$ cat src/rtl/mult_pkg.sv
// Shared types for the sequential shift-add multiplier.
package mult_pkg;

  typedef enum logic [1:0] {
    IDLE = 2'd0,
    RUN  = 2'd1,
    DONE = 2'd2
  } state_t;

endpackage

$ cat src/rtl/add_sub_ext.sv
// (WIDTH+1)-bit adder/subtractor: ext(a) +/- ext(b), where ext() sign-extends in
// signed mode and zero-extends otherwise. When en is low the addend is zero.
module add_sub_ext #(
  parameter int WIDTH = 32
) (
  input  logic [WIDTH-1:0] a,
  input  logic [WIDTH-1:0] b,
  input  logic             sgn,
  input  logic             sub,
  input  logic             en,
  output logic [WIDTH:0]   sum
);

  logic [WIDTH:0] w_a_ext;
  logic [WIDTH:0] w_b_ext;
  logic [WIDTH:0] w_addend;
  logic [WIDTH:0] w_cin;

  assign w_a_ext  = {sgn & a[WIDTH-1], a};
  // Subtraction is two's-complement: invert here, add the carry-in below.
  assign w_b_ext  = {sgn & b[WIDTH-1], b} ^ {(WIDTH+1){sub}};
  assign w_addend = en ? w_b_ext : '0;
  assign w_cin    = {{WIDTH{1'b0}}, en & sub};
  assign sum      = w_a_ext + w_addend + w_cin;

endmodule

$ cat src/rtl/shift_add_multiplier.sv
// Sequential shift-add multiplier: full 2*WIDTH-bit product in WIDTH iterations,
// signed (two's-complement) or unsigned per operation.
module shift_add_multiplier
  import mult_pkg::*;
#(
  parameter int WIDTH = 32
) (
  input  logic               Clk,
  input  logic               Reset,
  input  logic               start_i,
  input  logic               signed_i,
  input  logic [WIDTH-1:0]   multiplicand_i,
  input  logic [WIDTH-1:0]   multiplier_i,
  output logic               busy_o,
  output logic               done_o,
  output logic [2*WIDTH-1:0] product_o,
  output logic               x_o
);

  localparam int CW = $clog2(WIDTH);

  state_t          r_state;
  state_t          w_state_next;
  logic            w_accept;
  logic [WIDTH-1:0] r_a;
  logic [WIDTH-1:0] r_b;
  logic [WIDTH-1:0] r_s;
  logic            r_x;
  logic            r_sgn;
  logic [CW-1:0]   r_cnt;
  logic            w_sub;
  logic [WIDTH:0]  w_sum;

  always_ff @(posedge Clk or posedge Reset) begin
    if (Reset) begin
      r_state <= IDLE;
    end else begin
      r_state <= w_state_next;
    end
  end

  always_comb begin
    w_state_next = r_state;
    w_accept     = 1'b0;
    case (r_state)
      IDLE: begin
        if (start_i) begin
          w_accept     = 1'b1;
          w_state_next = RUN;
        end
      end
      RUN: begin
        if (r_cnt == '0) begin
          w_state_next = DONE;
        end
      end
      DONE: begin
        if (start_i) begin
          w_accept     = 1'b1;
          w_state_next = RUN;
        end else begin
          w_state_next = IDLE;
        end
      end
      default: w_state_next = IDLE;
    endcase
  end

  // The final iteration weighs the multiplier MSB negatively in signed mode.
  assign w_sub = r_sgn & (r_cnt == '0);

  add_sub_ext #(
    .WIDTH(WIDTH)
  ) u_add_sub_ext (
    .a   (r_a),
    .b   (r_s),
    .sgn (r_sgn),
    .sub (w_sub),
    .en  (r_b[0]),
    .sum (w_sum)
  );

  always_ff @(posedge Clk or posedge Reset) begin
    if (Reset) begin
      r_a   <= '0;
      r_b   <= '0;
      r_s   <= '0;
      r_x   <= 1'b0;
      r_sgn <= 1'b0;
      r_cnt <= '0;
    end else if (w_accept) begin
      r_a   <= '0;
      r_x   <= 1'b0;
      r_b   <= multiplier_i;
      r_s   <= multiplicand_i;
      r_sgn <= signed_i;
      r_cnt <= CW'(WIDTH - 1);
    end else if (r_state == RUN) begin
      // Shift {X, A, B} right by one with the new sum entering from the top.
      r_a <= {w_sum[WIDTH], w_sum[WIDTH-1:1]};
      r_b <= {w_sum[0], r_b[WIDTH-1:1]};
      r_x <= w_sum[WIDTH];
      if (r_cnt != '0) begin
        r_cnt <= r_cnt - CW'(1);
      end
    end
  end

  assign busy_o    = (r_state == RUN);
  assign done_o    = (r_state == DONE);
  assign product_o = {r_a, r_b};
  assign x_o       = r_x;

endmodule

$ cat config.mk
export PLATFORM = sky130hd
export DESIGN_NAME = shift_add_multiplier
export DESIGN_NICKNAME = d
export VERILOG_FILES = /design/src/rtl/mult_pkg.sv /design/src/rtl/add_sub_ext.sv /design/src/rtl/shift_add_multiplier.sv
export SDC_FILE = /design/constraint.sdc
export NUM_CORES = 1
export LEC_CHECK = 0
export CAP_MARGIN = 40
export CORE_ASPECT_RATIO = 1.2
export CORE_MARGIN = 10
export CORE_UTILIZATION = 50
export CTS_CLUSTER_DIAMETER = 120
export DETAILED_ROUTE_END_ITERATION = 10
export GPL_ROUTABILITY_DRIVEN = 1
export PLACE_DENSITY = 0.81
export SYNTH_ARGS = -nofsm -noshare
export SYNTH_HDL_FRONTEND = slang
export SYNTH_SLANG_ARGS = --single-unit
$ cat constraint.sdc
create_clock -name Clk -period 12.9 [get_ports Clk]
set_input_delay 2.58 -clock Clk [delete_from_list [all_inputs] [get_ports Clk]]
set_output_delay 2.58 -clock Clk [all_outputs]
set_load 0.1 [all_outputs]
==> metrics.cfg <==
[die]
die_y_um=144
core_area_um2=12700
dieArea_um2=17800
rows=45
io_pins=135
die_w_um=124
start_util_pct=50.9

[cts]
ctsHtreeMaxLevel=3
cts_sinks=104
clockBufferDepth=2
cts-root-buf=clkbuf_16
path_clk_slew_ns=0.07
clk_latency_ns=0.35
cts_resized=0
cts_tree=yes
cts_setup_buffers=0
ctsHoldBuffers=0
cts-buffers-inserted=9

[final_layout]
nFillCells=829
final_cell_mix=220 x nand2_1, 134 x clkdlybuf4s50_1, 104 x dfrtp_1
num_antenna_cells=0
layout_commonest_cell=nand2_1
drive_gt1_share_pct=11.6
final_util_pct=74.3
area_growth_pct=46.1
final_cells=1105
design_area_um2=9420
final_nets=1039

[placed_design]
place_inst=1089
io_buffers=134
globalplace.congestion=0.942
dp_hpwl_um=15600
postPlaceCellArea_um2=9120

[timing]
worst_pin_slew_ns=0.713
fin_crit_ns=5.27
maxSlewHeadroom_pct=52.5
finalMaxSlewViolations=0
rsz0062_at_grt=no
finalHoldViolations=0
setup_tns_ns=0
fin_crit_sh_pct=40.8
setup_viol=0
fin_skew_ns=0.00929
max_freq_ghz=0.190

[yosys]
synth-seq-cells=104
syn_area_um2=6440
yosysUniqueCellTypes=62
ys.warnings.count=0
synthesis.area_per_instance_um2=8.56
synth_area_leader_cell=dfrtp_1
yosysSeqAreaShare_pct=40.4
synth_cells=753
synth.area.top_cells=dfrtp_1 40%, nand2_1 13%, xnor2_1 6.8%
synth_top_area_share_pct=40.4
ys.flop_type=dfrtp_1
synth_nets=856
async_flop_share_pct=100
synth-edff-count=0

[global_route]
grt_overflow=0
use_met1_pct=26.4
busiest_layer=met2
gr-usage-met2_pct=42.2
grt_pass1_wl_um=34000
grt_max_degree=67
grtUsageMet3_pct=6.71
first_global_vias=6562
grt_usage_pct=23.8
antenna_found_initial=0

[critical_path]
cp_slowest_cell=clkdlybuf4s50_1
crit_path_max_incr_delay_ns=0.61
endpoint_kind=output pin
start_kind=flop
cp.required_ns=10.32
path_cells=nand2b_1, clkinv_1, buf_4, clkdlybuf4s50_1, buf_8
crit_arrival_ns=2.69
crit_type=flop to output pin
path_max_fanout=39

[drt]
drt_pass1_iterations=5
via_count=6233
drt_wl_total_um=20800
drt-wirelength-per-cell_um=18.8
drt-initial-drc-count=401
drc_errors=0
ant_nets=0
vias_per_cell=5.64

[hold_path]
hp-class=flop to flop

[flow_run]
cap_viol_max_count=0

[outcome]
status=finished clean

## cell families (layout without fill, tap and decap cells)
logic type | Yosys count | after routing | share of synthesized area (%)
xor+xnor | 58 | 58 | 7.88
flops | 104 | 104 | 40.4
simple gates | 329 | 329 | 22.6
fa+ha+maj | 35 | 35 | 7.03
buf+inv | 54 | 242 | 3.63
mux | 2 | 2 | 0.311
compound gates | 171 | 171 | 18.1
## critical path: cells and delay by family (launching register included)
family	cells	cell delay, ns
AND/OR/NAND/NOR	1	0.38
flip-flops	1	0.43
buffers and inverters	4	1.50
## sequential cells by signal, summed over array words and instances, names as in the netlist
register  cells
r_b          32
r_s          32
r_a          31
r_cnt         5
r_state       2
r_sgn         1
x_o           1
## metal layers
layer  up-vias  routed length (um)
met3        47                1570
met2       243               10800
met5         -                   0
met4         0                 565
met1      2999                7890
li1       2944                   -
## path summary, 6_finish.rpt
| path | start | to | slack [ns] | cells past startpoint |
|---|---|---|---|---|
| worst min register to register | r_s[29] | r_s[29] | 0.50 | 2 |
| worst max-delay path | r_state[0] | busy_o | 7.63 | 5 |
| worst min-delay path | r_s[29] | r_s[29] | 0.50 | 2 |
| worst max register to register | r_cnt[0] | r_a[29] | 7.92 | 16 |
| min in group asynchronous | Reset | r_s[6] | 2.58 | 2 |
| max in group asynchronous | Reset | r_s[24] | 9.34 | 4 |
## area by class of cell
cell class              instances  area, um2  share of cell area [%]
clock buffers                  10        239                    2.54
well taps                     164        205                    2.18
multi-input cells             595       3630                    38.5
repair buffers                210       2630                    27.9
clock inverters                 6       57.6                   0.611
inverters                      16       62.6                   0.664
flip-flops and latches        104       2600                    27.6
## cell usage after synthesis, types with 2 or more instances
cell / n
o21a_1: 3
a22oi_1: 31
nor2_1: 20
nor3_1: 4
clkbuf_1: 26
nand4_1: 6
nand3_1: 8
mux2i_1: 2
a21oi_1: 29
buf_6: 3
buf_4: 2
xor2_1: 8
a32o_1: 5
nand2_1: 221
a311oi_1: 2
o211ai_1: 3
o21ai_1: 10
ha_1: 33
o31ai_1: 6
o21bai_1: 4
nor4_1: 7
nand2b_1: 9
buf_1: 6
inv_1: 15
and3_1: 6
and2_1: 32
a21oi_4: 2
or3_1: 6
nor2b_1: 5
fa_1: 2
a21o_1: 7
dfrtp_1: 104
o31a_1: 2
a221o_1: 2
o21ai_0: 39
o21ai_2: 2
a21oi_2: 2
a21boi_1: 2
xnor2_1: 50
a31oi_1: 5
## metrics by stage
stage               hold slack [ns]  worst slack, ns
finish                        0.498             7.63
CTS                           0.502             7.64
detailed placement            0.484             8.02
floorplan                     0.466             7.59
global route                  0.532             7.48
global placement              0.479             7.30
Power is not shown: default switching activity piles up to over one toggle a cycle in this logic, so the estimate is an artifact.
